`src/rtl/morse_rx_decoder.sv`:
```
// Morse receive decoder: times marks and spaces against a unit tick and decodes letters A-H.
// Optional input deglitch filter enabled by defining MORSE_RX_DEGLITCH_EN.
module morse_rx_decoder #(
  parameter int CNT_W        = 4,
  parameter int DASH_MIN     = 2,
  parameter int MAX_MARK     = 6,
  parameter int LETTER_GAP   = 3,
  parameter int DEGLITCH_CYC = 3
) (
  input  logic       Clock,
  input  logic       Resetn,
  input  logic       tick,
  input  logic       line_in,
  output logic [2:0] letter,
  output logic       letter_valid,
  output logic       letter_err,
  output logic       busy,
  output logic [2:0] sym_len,
  output logic [3:0] sym_pattern
);

  typedef enum logic [2:0] {
    S_IDLE,
    S_MARK,
    S_SPACE,
    S_EMIT,
    S_ERR
  } state_t;

  localparam logic [CNT_W-1:0] DASH_C = CNT_W'(DASH_MIN);
  localparam logic [CNT_W-1:0] MAX_C  = CNT_W'(MAX_MARK);
  localparam logic [CNT_W-1:0] GAP_C  = CNT_W'(LETTER_GAP);

  state_t           state;
  logic [CNT_W-1:0] cnt;
  logic [CNT_W-1:0] cnt_inc;
  logic             sync_q;
  logic             line_s;
  logic             line_f;
  logic             line_prev;
  logic             rise;
  logic             fall;
  logic             dec_hit;
  logic [2:0]       dec_letter;

  // Two-flop synchronizer on the asynchronous key line.
  always_ff @(posedge Clock or negedge Resetn) begin
    if (!Resetn) begin
      sync_q <= 1'b0;
      line_s <= 1'b0;
    end else begin
      // NOTE: sequential state uses non-blocking assignments so every flop samples pre-edge values.
      sync_q <= line_in;
      line_s <= sync_q;
    end
  end

`ifdef MORSE_RX_DEGLITCH_EN
  localparam int DG_W = (DEGLITCH_CYC > 1) ? $clog2(DEGLITCH_CYC) : 1;
  logic [DG_W-1:0] dg_cnt;

  // A new level is adopted only once it has persisted for DEGLITCH_CYC clocks.
  always_ff @(posedge Clock or negedge Resetn) begin
    if (!Resetn) begin
      dg_cnt <= '0;
      line_f <= 1'b0;
    end else if (line_s == line_f) begin
      dg_cnt <= '0;
    end else if (dg_cnt == DG_W'(DEGLITCH_CYC - 1)) begin
      dg_cnt <= '0;
      line_f <= line_s;
    end else begin
      dg_cnt <= dg_cnt + 1'b1;
    end
  end
`else
  assign line_f = line_s;
`endif

  always_ff @(posedge Clock or negedge Resetn) begin
    if (!Resetn) line_prev <= 1'b0;
    else         line_prev <= line_f;
  end

  assign rise    = line_f & ~line_prev;
  assign fall    = ~line_f & line_prev;
  assign cnt_inc = (cnt == '1) ? cnt : cnt + 1'b1;
  assign busy    = (state != S_IDLE);

  // Patterns are right-aligned with the oldest symbol in the highest used bit.
  function automatic logic [3:0] decode(input logic [2:0] len, input logic [3:0] pat);
    logic [3:0] res;
    res = 4'b0000;
    case ({len, pat})
      {3'd2, 4'b0001}: res = {1'b1, 3'd0};
      {3'd4, 4'b1000}: res = {1'b1, 3'd1};
      {3'd4, 4'b1010}: res = {1'b1, 3'd2};
      {3'd3, 4'b0100}: res = {1'b1, 3'd3};
      {3'd1, 4'b0000}: res = {1'b1, 3'd4};
      {3'd4, 4'b0010}: res = {1'b1, 3'd5};
      {3'd3, 4'b0110}: res = {1'b1, 3'd6};
      {3'd4, 4'b0000}: res = {1'b1, 3'd7};
      default:         res = 4'b0000;
    endcase
    return res;
  endfunction

  assign {dec_hit, dec_letter} = decode(sym_len, sym_pattern);

  always_ff @(posedge Clock or negedge Resetn) begin
    if (!Resetn) begin
      state        <= S_IDLE;
      cnt          <= '0;
      letter       <= 3'd0;
      letter_valid <= 1'b0;
      letter_err   <= 1'b0;
      sym_len      <= 3'd0;
      sym_pattern  <= 4'd0;
    end else begin
      letter_valid <= 1'b0;
      letter_err   <= 1'b0;
      unique case (state)
        S_IDLE: begin
          cnt         <= '0;
          sym_len     <= 3'd0;
          sym_pattern <= 4'd0;
          if (rise) state <= S_MARK;
        end
        // An edge takes priority over a coincident tick, which is then dropped.
        S_MARK: begin
          if (fall) begin
            cnt <= '0;
            if (sym_len == 3'd4) begin
              state <= S_ERR;
            end else begin
              sym_pattern <= {sym_pattern[2:0], (cnt >= DASH_C)};
              sym_len     <= sym_len + 3'd1;
              state       <= S_SPACE;
            end
          end else if (tick) begin
            if (cnt_inc >= MAX_C) begin
              cnt   <= '0;
              state <= S_ERR;
            end else begin
              cnt <= cnt_inc;
            end
          end
        end
        S_SPACE: begin
          if (rise) begin
            cnt   <= '0;
            state <= S_MARK;
          end else if (tick) begin
            if (cnt_inc >= GAP_C) begin
              cnt   <= '0;
              state <= S_EMIT;
            end else begin
              cnt <= cnt_inc;
            end
          end
        end
        S_EMIT: begin
          if (dec_hit) begin
            letter       <= dec_letter;
            letter_valid <= 1'b1;
          end else begin
            letter_err <= 1'b1;
          end
          cnt         <= '0;
          sym_len     <= 3'd0;
          sym_pattern <= 4'd0;
          state       <= S_IDLE;
        end
        // Wait for a clean letter gap before accepting new input.
        S_ERR: begin
          if (line_f || fall) begin
            cnt <= '0;
          end else if (tick) begin
            if (cnt_inc >= GAP_C) begin
              cnt        <= '0;
              letter_err <= 1'b1;
              state      <= S_IDLE;
            end else begin
              cnt <= cnt_inc;
            end
          end
        end
        default: state <= S_IDLE;
      endcase
    end
  end

endmodule

```
`config.mk`:
```
export PLATFORM = sky130hd
export DESIGN_NAME = morse_rx_decoder
export DESIGN_NICKNAME = d
export VERILOG_FILES = /design/src/rtl/morse_rx_decoder.sv
export SDC_FILE = /design/constraint.sdc
export NUM_CORES = 1
export LEC_CHECK = 0
export CORE_MARGIN = 2
export CORE_UTILIZATION = 40
export CTS_CLUSTER_DIAMETER = 80
export DETAILED_ROUTE_END_ITERATION = 10
export HOLD_SLACK_MARGIN = 0.1
export PLACE_DENSITY = 0.72
export SLEW_MARGIN = 30
export SYNTH_ARGS = -nofsm -noshare
export SYNTH_HDL_FRONTEND = slang
export SYNTH_SLANG_ARGS = --single-unit
```
`constraint.sdc`:
```
create_clock -name Clock -period 4.85 [get_ports Clock]
set_clock_uncertainty 0.15 [all_clocks]
set_input_delay 0.485 -clock Clock [delete_from_list [all_inputs] [get_ports Clock]]
set_output_delay 0.485 -clock Clock [all_outputs]
set_load 0.005 [all_outputs]
```
# After elaboration in Yosys (flattened, before gate mapping)
# Index checks and enable logic that the tools add are counted.
# op_classes
addsub	2
shift	0
n_mux	35
div	0
n_bitwise	4
reduce_logical	10
mul	0
order_cmp	3
eq_ne	24
# ops
cell	n
two-way mux 4 bit	10
two-way mux 3 bit	13
case mux 4 bit (8 select lines)	1
equality test 7 bit, second input constant	4
equality test 7 x 6 -> 1 bit, second input constant	3
case mux 4 bit (4 select lines)	1
!= test 2 bit, second input constant	6
!= test 3 bit, second input constant	4
case mux 3 bit (4 select lines)	1
>= comparator 4 x 2 -> 1 bit, second input constant	2
case mux 4 bit (2 select lines)	1
AND reduction 8 bit	1
equality test 7 x 5 -> 1 bit, second input constant	1
equality test 3 x 2 -> 1 bit, second input constant	2
equality test 3 bit, second input constant	2
two-way mux 1 bit	6
case mux 3 bit (2 select lines)	1
adder 4 x 1 -> 4 bit, second input constant	1
equality test 4 bit, second input constant	1
>= comparator 4 x 3 -> 1 bit, second input constant	1
AND reduction 2 bit	2
nonzero test 4 bit	1
adder 3 x 1 -> 3 bit, second input constant	1
equality test 3 x 1 -> 1 bit, second input constant	1
other kinds (9)	11
# word_totals
ram_bits	0
output_inout_bits	13
reg_bits	22
mem_bits_ro	0
latch_bits	0
input_bits	4
n_memories	0
wordCells	88

# Depth between registers and ports, before layout
# Gate-level depths: netlist (run 1).
# depth
word_depth	7
depth_mapped	8
depth_no_buf	7

# Worst setup path before layout (run 1)
# No wires, ideal clock.
# synth_timing
path_kind	reg2reg
startpoint	reg cnt[0]
endpoint	reg state[0]
period_less_slack_ns	2.191
arrival_time_ns	1.916
required_time_ns	4.575
slack_ns	2.659
stages_incl_launch_ff	7
setup_time_ns	0.125
path_buffers	0
cell_sequence	dfrtp_1 ha_1 a21bo_1 a211o_1 a311o_1 nand2_2 mux2_4
# synth_between
elab_chain_cells	5
elab_cells_between_ends	9
classes_between	add/sub (1); order compare (2); eq/ne (4); mux (1); reduce/logical (1)
# synth_rtl
item	line	rtl
from (decl)	35	logic [CNT_W-1:0] cnt;
from (signal assigned)	145	cnt <= cnt_inc;
from (signal assigned)	158	cnt <= cnt_inc;
from (signal assigned)	184	cnt <= cnt_inc;
adder 4 x 1 -> 4 bit or equality test 4 bit (tied branches)	87	assign cnt_inc = (cnt == '1) ? cnt : cnt + 1'b1;
two-way mux 4 bit *	87	
>= comparator 4 x 3 -> 1 bit or >= comparator 4 x 2 -> 1 bit (tied branches)	141, 154, 179	
!= test 3 bit (no line) or != test 2 bit (tied branches)	-	
AND reduction 8 bit (no line) *	-	
to (signal assigned)	138	state <= S_SPACE;
to (signal assigned)	143	state <= S_ERR;
to (signal assigned)	152	state <= S_MARK;
to (decl)	34	state_t state;
# Every way passes the cells marked *; elsewhere a longest branch is shown, timed or not.
# A chain may end at the register's enable or synchronous reset.

# Worst setup path after layout (run 1)
# layout_timing
startpoint	reg state[2]
endpoint	out busy
# layout_between
elab_chain_cells	1
# layout_rtl
item	line	rtl
from (signal assigned)	112	state <= S_IDLE;
from (signal assigned)	127	if (rise) state <= S_MARK;
from (signal assigned)	134	state <= S_ERR;
nonzero test 3 bit	88	assign busy = (state != S_IDLE);
to (decl)	17	output logic busy,
# No other way between the ends.

==> impl_metrics.py, run 1 <==
metrics = {
    "cells_and_area": {
        "nets": 198,
        "n_fill_cell": 351,
        "n_antenna_cell": 0,
        "drive_above_1_share": 0.07065,
        "areaGrowthSynthToFinish_pct": 12.67,
    },
    "sta": {
        "final_max_slew_viol_count": 0,
        "final.setup.tns_ns": 0,
        "finalHoldViolations": 0,
        "holdWs_ns": 0.2036,
        "setup_viol": 0,
        "tightest_slew_ns": 0.5844,
        "final.min_clock_period_ns": 2.353,
        "period_share": 0.4851,
        "max_clock_freq_ghz": 0.4250,
        "slew_headroom": 0.6104,
        "rsz0062_at_grt": "false",
    },
    "worst_setup_path": {
        "endpoint": "busy",
        "r2r_cells": 6,
        "startpoint_type": "flop",
        "path_class": "reg2out",
        "reg2reg_slack_ns": 2.50,
        "worstPathMaxFanout": 20,
        "crit_path_end_kind": "primary output",
        "r2r-end": "state[0]",
        "required_ns": 4.22,
        "r2r_start": "cnt[0]",
        "arrival_ns": 1.72,
        "crit_path_start": "state[2]",
    },
    "die": {
        "die_w_um": 65.47,
        "die_area_sq_um": 4286,
        "row_count": 22,
        "die_y_um": 65.47,
        "initial_utilization": 0.4160,
        "num_io_pins": 17,
        "core_area_sq_um": 3633,
    },
    "global_route": {
        "grt_max_degree": 23,
        "grt_pass1_wl_um": 5402,
        "antenna_found_initial": 0,
        "gr-total-overflow": 0,
        "grt_pass1_vias": 1197,
        "grt.total_usage": 0.1577,
    },
    "cts": {
        "clk_pin_slew_ns": 0.08,
        "hold_buffers": 1,
        "cts_root_buf": "clkbuf_8",
        "cts_buffers": 3,
        "cts_tree": "yes",
        "clkSinkCount": 22,
        "clock_latency_ns": 0.26,
        "clk_path_buf_depth": 2,
        "ctsResizeCount": 0,
        "htreeDepth": 1,
        "postCtsSetupRepairBufs": 0,
    },
    "synth": {
        "syn_area_sq_um": 1511,
        "async_flop_share": 1.000,
        "synth_top_flop_cell": "dfrtp_1",
        "synthesis.instances": 175,
        "synth_edf_count": 0,
        "ys_seq_elements": 22,
        "ys_types": 47,
        "synth_nets": 187,
        "seq_area_frac_synth": 0.3642,
        "synth_top_cell_by_area": "dfrtp_1",
        "syn_avg_cell_area_sq_um": 8.637,
        "ys_warn_count": 0,
        "synth_top_cells_by_area": "dfrtp_1 (36%), ha_1 (6.6%), nand2_1 (4.7%)",
        "yosysMostFrequentCell": "dfrtp_1",
        "synth_top_area_frac": 0.3642,
        "ys_top_cells_by_count": "dfrtp_1 (22), nand2_1 (19), nor2_1 (15)",
    },
    "place": {
        "gp_congestion": 0.8177,
        "placement.io_buffers": 16,
        "dpl.hpwl_um": 2192,
    },
    "drt": {
        "vias": 1295,
        "dr.pass1.iters": 4,
        "ant_nets": 0,
        "drtIter0Drc": 81,
        "route.detailed.drc": 0,
        "wl_per_cell_um": 13.47,
        "detail_route.vias_per_cell": 5.582,
        "wl_um": 3126,
    },
    "flow_run": {
        "maxCapViolCount": 0,
    },
    "pwr": {
        "power_per_cell_area_nw_per_um2": 433.6,
        "p_leak_nw": 0.7087,
        "ir_drop_mv": 0.2133,
        "p_total_uw": 738.3,
    },
    "min_path": {
        "hold_start": "sync_q",
        "hp-class": "reg2reg",
    },
    "outcome": {
        "status": "completed",
    },
}
stage by stage:
stage / instance area (sq um) / worst slack (ns) / utilization / cells
after floorplan: 1511 / 2.659 / - / 175
after global placement: 1657 / 2.544 / 0.4559 / 228
after detailed placement: 1652 / 2.510 / 0.4545 / 228
after CTS: 1703 / 2.489 / 0.4687 / 232
after global routing: 1703 / 2.390 / 0.4687 / 232
final: 1703 / 2.497 / 0.4687 / 232
report_power, final:
part	switching [mW]	leakage, nW	internal, mW	total (mW)
Sequential	0.0788	0.290	0.220	0.299
Combinational	0.164	0.397	0.164	0.328
Clock	0.0564	0.0216	0.0554	0.112
worst max-delay path, stage by stage (launching register included):
cell             delay (ns)
dfrtp_1                0.60
or3_1                  0.41
clkdlybuf4s50_1        0.45
cell usage in the layout, fill, tap and decap left out, types with 5 or more instances in the layout:
cell / Yosys / layout
nand2_1: 19 / 19
nor2_1: 15 / 15
inv_1: 8 / 8
clkdlybuf4s50_1: 0 / 15
nand2b_1: 6 / 6
o21ai_0: 14 / 14
ha_1: 8 / 8
a22oi_1: 8 / 8
nor3_1: 6 / 6
dfrtp_1: 22 / 22
a31oi_1: 5 / 5
a21oi_1: 9 / 9
registers in the layout, indices dropped and copies added, names as in the netlist:
signal        cells
cnt               4
letter            3
sync_q            1
sym_pattern       4
letter_valid      1
state             3
line_prev         1
sym_len           3
letter_err        1
line_f            1
layout make-up:
class,instances,area (sq um),area share
inverters,8,30.03,0.01763
multi-input cells,134,855.8,0.5026
flip-flops and latches,22,550.5,0.3233
well taps,48,60.06,0.03527
clock buffers,3,41.29,0.02425
repair buffers,17,165.2,0.09699
worst min path at each step:
stage	to	cells past startpoint
2_1_floorplan	cnt[0]	0
3_3_place_gp	line_f	0
3_5_place_dp	line_f	0
4_1_cts	line_f	0
5_1_grt	line_f	0
6_report	line_f	0
routing by layer:
| metal | global-route usage | share of wire |
|---|---|---|
| met1 | 0.2202 | 0.50 |
| met2 | 0.2538 | 0.46 |
| met3 | 0.03425 | 0.039 |
| met4 | 0.02865 | 0.0038 |
| met5 | 0 | 0 |
cells by family (layout without fill, tap and decap cells):
| logic type | after synthesis | after routing | share of synthesized area |
|---|---|---|---|
| simple gates | 66 | 66 | 0.2210 |
| compound gates | 56 | 56 | 0.2484 |
| flops | 22 | 22 | 0.3642 |
| buf+inv | 19 | 28 | 0.06953 |
| fa+ha+maj | 8 | 8 | 0.06623 |
| mux | 3 | 3 | 0.02483 |
| xor+xnor | 1 | 1 | 0.005796 |
No activity file was read; power rests on OpenSTA's default activity.
==> run 2, diff against run 1 <==
Clock period 4.85 ns to 2.2 ns, I/O delays scaled along.
==> run 2 against run 1 <==
Effect of this change: non-clock buffer count up 10; clock power up 120%; critical path depth up 4; critical endpoint is now state[0]; via count up 3.4%; global-route usage up 0.59 points; final cell count up 4.3%; utilization up 2.6 points; clock-buffer cell count unchanged; sequential share of layout area down 1.6 points; highest routed layer unchanged; largest cell class unchanged; combinational power rose to 2.6 times the previous value.
==> impl_metrics.py, run 2 (synthesized netlist as in run 1, its figures left out) <==
metrics = {
    "outcome": {
        "status": "completed",
    },
    "pwr": {
        "power_per_cell_area_nw_per_um2": 959.0,
        "p_leak_nw": 0.7548,
        "swShare": 0.3975,
        "clockPowerShare": 0.143,
        "power_frac_seq": 0.356,
        "p_int_mw": 1.038,
        "combPwrFrac": 0.501,
        "p_switching_uw": 684.9,
        "ir_drop_mv": 0.4873,
    },
    "cells_and_area": {
        "n_fill_cell": 378,
        "largestRegisters": "cnt: 4 flops, sym_pattern: 4 flops",
        "final_common_cell": "dfrtp_1",
        "layout_common_cells": "dfrtp_1 (21), nand2_1 (19), clkdlybuf4s50_1 (16)",
        "n_antenna_cell": 0,
        "multi_input_area_sq_um": 870.8,
        "final_util": 0.4945,
        "regArea_sq_um": 551.8,
        "nets": 208,
        "instances_no_fill": 242,
        "areaGrowthSynthToFinish_pct": 18.87,
        "drive_above_1_share": 0.1340,
    },
    "sta": {
        "tightest_slew_ns": 0.4524,
        "setup_viol": 0,
        "holdWs_ns": 0.1498,
        "rsz0062_at_grt": "true",
        "final_max_slew_viol_count": 0,
        "final.min_clock_period_ns": 2.136,
        "max_clock_freq_ghz": 0.4681,
        "slew_headroom": 0.6978,
        "period_share": 0.9710,
        "finalHoldViolations": 0,
    },
    "drt": {
        "drtIter0Drc": 79,
        "wl_um": 3257,
        "wl_per_cell_um": 13.46,
        "wl_met1_um": 1549,
        "top_layer": "met4",
        "detail_route.vias_per_cell": 5.533,
        "vias": 1339,
        "wl_met2_um": 1521,
        "dr.pass1.iters": 4,
        "ant_nets": 0,
        "wl_met3_um": 167,
        "route.detailed.drc": 0,
    },
    "cts": {
        "clk_path_buf_depth": 2,
        "clock_latency_ns": 0.26,
        "clk_pin_slew_ns": 0.08,
        "cts_buffers": 3,
        "clkSinkCount": 22,
        "htreeDepth": 1,
        "cts_root_buf": "clkbuf_8",
        "postCtsSetupRepairBufs": 0,
        "cts_tree": "yes",
    },
    "global_route": {
        "grt_max_degree": 23,
        "grt_pass1_vias": 1194,
        "antenna_found_initial": 0,
        "grt.total_usage": 0.1636,
        "gr-total-overflow": 0,
        "grt_pass1_wl_um": 5485,
    },
    "worst_setup_path": {
        "required_ns": 2.20,
        "arrival_ns": 2.14,
        "slowest_stage": "dfrtp_1",
        "crit_chain": "ha_2, a21bo_1, a211o_1, a311o_1, nand2_2, mux2_4",
        "crit_path_max_incr_delay_ns": 0.41,
        "critPathBufInv": 0,
        "critPathTopFamily": "compound AO/OA/AOI/OAI gates",
        "path_class": "reg2reg",
        "crit_path_end_kind": "flop",
        "worstPathMaxFanout": 4,
        "startpoint_type": "flop",
    },
    "die": {
        "die_w_um": 65.47,
        "initial_utilization": 0.4160,
        "core_area_sq_um": 3633,
        "num_io_pins": 17,
        "row_count": 22,
        "die_y_um": 65.47,
        "die_area_sq_um": 4286,
    },
    "place": {
        "placedCellCount": 239,
        "gp_congestion": 0.8213,
        "dpl.hpwl_um": 2319,
        "placement.io_buffers": 16,
    },
    "flow_run": {
        "maxCapViolCount": 0,
    },
    "min_path": {
        "hp-class": "in2async",
    },
}
## run 2: changes by cell type in the layout (fill, tap and decap cells not counted), sizes merged
cell and change:
buf +10, dlygate4sd3 -1, clkdlybuf4s50 +1
## run 2: metrics by stage
step / power, mW / worst slack, ns / setup TNS, ns / cell area (sq um)
3_5_place_dp: 1.449 / 0.07140 / 0 / 1739
5_1_grt: 1.878 / -0.004790 / -0.004790 / 1797
6_report: 1.723 / 0.06379 / 0 / 1797
2_1_floorplan: 1.172 / 0.008662 / 0 / 1511
4_1_cts: 1.709 / 0.06299 / 0 / 1780
3_3_place_gp: 1.442 / 0.1184 / 0 / 1739
## run 2: path summary, 6_finish.rpt
path | start | to | slack [ns] | depth (start not counted)
setup / recovery | cnt[1] | state[0] | 0.06 | 6
hold / removal | Resetn | state[2] | 0.15 | 2
setup reg to reg | cnt[1] | state[0] | 0.06 | 6
hold reg to reg | sync_q | line_f | 0.20 | 0
max in group asynchronous | Resetn | sym_len[1] | 1.51 | 2
min in group Clock | sync_q | line_f | 0.20 | 0
## run 2: power by group through the flow
| stage | clock, mW | combinational, mW | sequential (mW) |
|---|---|---|---|
| 4_1_cts | 0.262 | 0.843 | 0.604 |
| 6_report | 0.247 | 0.863 | 0.613 |
| 5_1_grt | 0.275 | 0.975 | 0.629 |
| 2_1_floorplan | 0 | 0.600 | 0.572 |
| 3_3_place_gp | 0 | 0.830 | 0.612 |
| 3_5_place_dp | 0 | 0.838 | 0.611 |
## run 2: cell type report
type | instances | share of cell area
multi-input cells | 134 | 0.4847
flip-flops and latches | 22 | 0.3071
repair buffers | 27 | 0.1351
well taps | 48 | 0.03343
clock buffers | 3 | 0.02298
inverters | 8 | 0.01671
## run 2: worst reg2reg max path: stages, from the launching register on
cell and delay [ns]:
dfrtp_1 0.41, ha_2 0.22, a21bo_1 0.20, a211o_1 0.33, a311o_1 0.33, nand2_2 0.09, mux2_4 0.29
## run 2: metal layers
layer / track usage / up-vias
met5: 0 / -
met4: 0.03906 / 0
li1: - / 666
met2: 0.2691 / 40
met1: 0.2228 / 631
met3: 0.03082 / 2
## run 2: repair_timing
item	in CTS	in global routing
hold buffers	0	0
endpoints found under the setup margin	0	3
gates resized for setup	0	3
endpoints found under the hold margin	0	0
==> run 3, diff against run 2 <==
Settings changed: CTS_CLUSTER_SIZE set to 14.
==> results of run 3 <==
The final DEF is identical to that of run 2; final timing and power are the same.
